$ cat src/rtl/mtx_arbiter_pkg.sv
// Shared definitions for the matrix arbiter: size limit and the triangular
// storage mapping for the pairwise priority bits.
package arb_pkg;

    localparam int MAX_N = 16;

    // Map an ordered pair (i, j) with i < j onto a dense index into the
    // upper-triangle storage. The mapping does not depend on N, so a pair
    // keeps the same slot whatever the arbiter width.
    function automatic int pair_idx(input int i, input int j);
        return (j * (j - 1)) / 2 + i;
    endfunction

endpackage

$ cat src/rtl/mtx_arbiter_if.sv
// Request/grant bundle between the arbiter and the agents that use it.
interface mtx_arbiter_if #(
    parameter int N = 4
) ();

    logic         upd;
    logic [N-1:0] req;
    logic [N-1:0] gnt;

    // The requesting side drives requests and the update enable.
    modport master (
        output upd,
        output req,
        input  gnt
    );

    // The arbiter itself.
    modport slave (
        input  upd,
        input  req,
        output gnt
    );

endinterface

$ cat src/rtl/mtx_arbiter_row.sv
// One row of the priority matrix: decides whether requester I wins and
// what requester I's priority bits become if the current grant is recorded.
module mtx_arb_row
    import arb_pkg::*;
#(
    parameter int N = 4,
    parameter int I = 0
) (
    input  logic [N-1:0] req_i,    // all request lines
    input  logic [N-1:0] beats_i,  // beats_i[j] = 1 when I beats j; bit I is 0
    input  logic [N-1:0] gnt_i,    // full raw grant vector (one-hot or zero)
    output logic         gnt_o,    // I wins this cycle
    output logic [N-1:0] nxt_o     // row I after demoting the current winner
);

    localparam logic [N-1:0] SELF = N'(1) << I;

    // I wins if it requests and no other active requester outranks it.
    assign gnt_o = req_i[I] & ~|(req_i & ~beats_i & ~SELF);

    // If I won, it drops below everybody; if some j won, I now beats j;
    // otherwise the pair keeps its order.
    assign nxt_o = gnt_i[I] ? '0 : (beats_i | gnt_i);

endmodule

$ cat src/rtl/mtx_arbiter.sv
// N-way matrix arbiter with least-recently-granted rotation. Holds the
// upper-triangle priority bits, expands them into full rows for the row
// slices, and commits the demotion of the winner when updates are enabled.
module mtx_arbiter
    import arb_pkg::*;
#(
    parameter int N = 4
) (
    input  logic         clk,
    input  logic         rstn,   // active-high synchronous reset
    mtx_arbiter_if.slave arb
);

    localparam int NP = N * (N - 1) / 2;

    if (N < 2 || N > MAX_N) begin : g_bad_n
        $error("mtx_arbiter: N must be in 2..%0d", MAX_N);
    end

    logic [NP-1:0] w_q;
    logic [NP-1:0] w_d;
    logic [NP-1:0] w_upd;
    logic [N-1:0]  gnt_raw;
    logic [N-1:0]  beats          [N];
    logic [N-1:0]  row_nxt        [N];
    logic [N-1:0]  row_nxt_unused [N];   // lower-triangle duplicates, not stored

    for (genvar gi = 0; gi < N; gi++) begin : g_row
        for (genvar gj = 0; gj < N; gj++) begin : g_col
            if (gj > gi) begin : g_upper
                localparam int P = pair_idx(gi, gj);
                assign beats[gi][gj]          = w_q[P];
                assign beats[gj][gi]          = ~w_q[P];
                assign w_upd[P]               = row_nxt[gi][gj];
                assign row_nxt_unused[gi][gj] = 1'b0;
            end else begin : g_lower
                assign row_nxt_unused[gi][gj] = row_nxt[gi][gj];
                if (gj == gi) begin : g_diag
                    assign beats[gi][gi] = 1'b0;
                end
            end
        end

        mtx_arb_row #(
            .N (N),
            .I (gi)
        ) u_row (
            .req_i   (arb.req),
            .beats_i (beats[gi]),
            .gnt_i   (gnt_raw),
            .gnt_o   (gnt_raw[gi]),
            .nxt_o   (row_nxt[gi])
        );
    end

    // Commit the demoted matrix only when a grant is actually being recorded.
    always_comb begin
        w_d = w_q;
        if (arb.upd && (gnt_raw != '0)) begin
            w_d = w_upd;
        end
    end

    // Priority state; reset restores strict order 0 > 1 > ... > N-1.
    always_ff @(posedge clk) begin
        if (rstn) begin
            w_q <= '1;
        end else begin
            w_q <= w_d;
        end
    end

    assign arb.gnt = rstn ? '0 : gnt_raw;

    // Grant must be one-hot or zero and only ever go to a requester.
    always @(posedge clk) begin
        if (!rstn) begin
            assert ($onehot0(gnt_raw));
            assert ((gnt_raw & ~arb.req) == '0);
        end
    end

endmodule

$ cat src/flat_wrapper.sv
// flat-port wrapper written by rule: the top's interface ports become plain ports
module mtx_arbiter_flat import arb_pkg::*;
#(
    parameter int N = 4
)
  (clk, rstn, arb_upd, arb_req, arb_gnt);
  mtx_arbiter_if #(.N(N)) arb_i ();
  input  logic clk;
  input  logic rstn;
  input wire logic [$bits(arb_i.upd)-1:0] arb_upd;
  input wire logic [$bits(arb_i.req)-1:0] arb_req;
  output wire logic [$bits(arb_i.gnt)-1:0] arb_gnt;
  assign arb_i.upd = arb_upd;
  assign arb_i.req = arb_req;
  assign arb_gnt = arb_i.gnt;
  mtx_arbiter #(.N(N)) u_core (.clk(clk), .rstn(rstn), .arb(arb_i));
endmodule
$ cat config.mk
export PLATFORM = sky130hd
export DESIGN_NAME = mtx_arbiter_flat
export DESIGN_NICKNAME = d
export VERILOG_FILES = /design/src/rtl/mtx_arbiter_pkg.sv /design/src/rtl/mtx_arbiter_if.sv /design/src/rtl/mtx_arbiter_row.sv /design/src/rtl/mtx_arbiter.sv /design/src/flat_wrapper.sv
export SDC_FILE = /design/constraint.sdc
export NUM_CORES = 1
export LEC_CHECK = 0
export ABC_AREA = 1
export CORE_AREA = 2 2 39 41
export CTS_CLUSTER_SIZE = 24
export DETAILED_ROUTE_END_ITERATION = 10
export DIE_AREA = 0 0 41 43
export GPL_TIMING_DRIVEN = 0
export MAX_ROUTING_LAYER = met4
export PLACE_DENSITY = 0.77
export SLEW_MARGIN = 30
export SYNTH_ARGS = -nofsm -noshare
export SYNTH_HDL_FRONTEND = slang
export SYNTH_HIERARCHICAL = 1
export SYNTH_SLANG_ARGS = --single-unit
$ cat constraint.sdc
create_clock -name clk -period 1.36 [get_ports clk]
set_input_delay 0.136 -clock clk [delete_from_list [all_inputs] [get_ports clk]]
set_output_delay 0.136 -clock clk [all_outputs]
set_load 0.01 [all_outputs]
==> key figures <==
Power and ir drop
  • Sw frac: between 30% and 40%
  • Combinational share of power: 41.7%
  • Leakage power: between 0.4 and 0.5 nW
  • Sw power: 0.242 mW
  • Clock network fraction of design power: between 20 and 25%
  • P_int: around 0.42 mW
  • Register share of total power: between 30 and 40%
  • Peak supply drop: 0.475 mV
  • Pwr per Cell Area: slightly above 900 mW/mm^2

Yosys
  • Syn Area/Cell: just over 5 sq um
  • Syn Nets: 98
  • Mapped Cells: 91
  • Synth Warn #: 6
  • Synthesized area: around 470 sq um

Finish
  • Antenna diodes: 0
  • Most frequent cells in the layout: 20 x inv_1, 19 x nand2_1, 15 x nor2_1
  • Area Growth Syn to Fin: 51.5%
  • Most common cell after layout, fill and taps aside: inv_1
  • Largest Register: u_core/w_q
  • Max reg flops: 6
  • Share of cells above drive strength 1: about 34%
  • Largest regs: u_core/w_q: 6 flops
  • Nets@finish: ~120
  • Fin cells: about 130

Timing
  • Final setup vio count: 0
  • Post-route clock period utilization: a little over nine tenths
  • Final Slew Violations: 0
  • Slew headroom: 80.3%
  • Worst-margin pin slew: roughly 0.29 ns
  • Final TNS setup: 0 ns
  • Crit path time final: between 1 and 1.5 ns
  • Fmax: between 700 and 800 MHz
  • Clock Skew: 0.00360 ns
  • Hold Fails Final Rpt: 0

Global route
  • Initial antenna violation count: 0
  • Vias in the first global route: between 400 and 500
  • Global-route wire length before repair: just under 2000 microns
  • Maximum number of pins on one net before global-route repair: 8
  • Gr usage total: between 15 and 20%
  • Gr ovfl total: 0

Floorplanning
  • Die Width: a little over 40 microns
  • Core area: about 0.0014 sq mm
  • Row count: 14
  • Die Y: approximately 43 microns
  • Initial Util: between 30% and 40%
  • Die Area: ~0.0018 sq mm
  • IO Pins: 11

Clock tree
  • H-Tree Depth: 1
  • CTS root buf: clkbuf_4
  • Clock Latency Late Sink: ~0.24 ns
  • Clk pin slew, worst setup/hold paths: roughly 0.040 ns
  • Hold_buf cts: 0
  • CTS buffer count: 3
  • CTS tree: yes
  • Clock sink count: 6
  • Longest Clk Path Bufs: 2

Drt
  • Mean routed wirelength per cell: around 10 microns
  • DR pass1 iterations: 4
  • Routed Antenna Nets: 0
  • Drt first-iter violations: 16
  • Vias per inst: around 4.4
  • DR vias: roughly 550
  • Drc violations: 0
  • Post-Route WL: between 1000 and 1500 microns

Worst setup path
  • Register-to-register setup slack: 0.12 ns
  • Critical path peak fanout: 4
  • Endpoint class of the critical path: primary output
  • R2R Path End: u_core/w_q[2]
  • Startpoint types: flip-flop
  • Crit path DAT: roughly 1.2 ns
  • Critical path type: flip-flop to primary output
  • CP startpoint: u_core/w_q[3]
  • Worst R2R Start: u_core/w_q[2]
  • Critical path required time: roughly 1.2 ns
  • R2R depth: 10

Outcome
  • Status: finished, final reports clean

Place
  • Post-DP HPWL: 799 microns
  • I/O Buffers: 10
  • Placed cell count: approximately 120
  • GPL Wtd Cong: ~0.81

Flow run
  • MaxCap Viol Count: 0

Min path
  • Hold depth: 2
  • Hold path start: u_core/w_q[1]
  • Worst Hold Endpoint: u_core/w_q[1]
  • Hold Path Class: flip-flop to flip-flop
## layout make-up
type | instances | area (sq um)
sequential | 6 | 130
tap | 16 | 20.0
clock buffer | 3 | 22.5
timing repair buffer | 15 | 124
multi-input combinational | 62 | 328
inverter | 23 | 86.3
fill | 142 | 673
## worst max-delay path by stage
stage / end / slack, ns
finish: arb_gnt[0] / 0.07
CTS: arb_gnt[0] / 0.004
detailed placement: arb_gnt[0] / -0.56
floorplan: u_core/w_q[1] / 0.16
global route: arb_gnt[0] / -0.02
global placement: arb_gnt[0] / -0.57
## through the flow
stage | power [mW] | instance area (sq um) | worst slack (ns) | hold WS [ns] | util, %
after floorplan | 0.366 | 469 | 0.160 | 0.294 | -
after global placement | 0.429 | 589 | -0.572 | 0.491 | 42.6
after detailed placement | 0.434 | 589 | -0.555 | 0.498 | 42.6
after CTS | 0.637 | 661 | 0.00400 | 0.481 | 47.7
after global routing | 0.719 | 711 | -0.0212 | 0.503 | 51.4
final | 0.664 | 711 | 0.0671 | 0.477 | 51.4
## worst max-delay path: stages (launching register included)
cell	delay [ns]
dfxtp_4	0.35
inv_1	0.04
nand2_1	0.07
nand2_2	0.07
nor2_4	0.10
inv_1	0.05
nor2_1	0.08
buf_2	0.14
## timing repair
action,4_1_cts,5_1_grt
setup buffers,4,1
endpoints found under the hold margin,0,0
resized for setup,31,20
pin swaps,4,5
setup endpoints to repair,10,10
## per-layer routing
metal / track usage [%] / routed length, microns / share of wire, %
met4: 10.0 / 12 / 0.96
met3: 3.14 / 50 / 4.0
met2: 24.1 / 647 / 52
met5: - / 0 / 0
met1: 19.5 / 534 / 43
## power by group through the flow
stage          clock network, mW  logic (mW)  registers, mW
4_1_cts                    0.174       0.238          0.226
3_5_place_dp                   0       0.209          0.224
5_1_grt                    0.177       0.312          0.230
6_report                   0.161       0.277          0.226
2_1_floorplan                  0       0.147          0.218
3_3_place_gp                   0       0.206          0.224
Power figures use the tool's default switching activity.
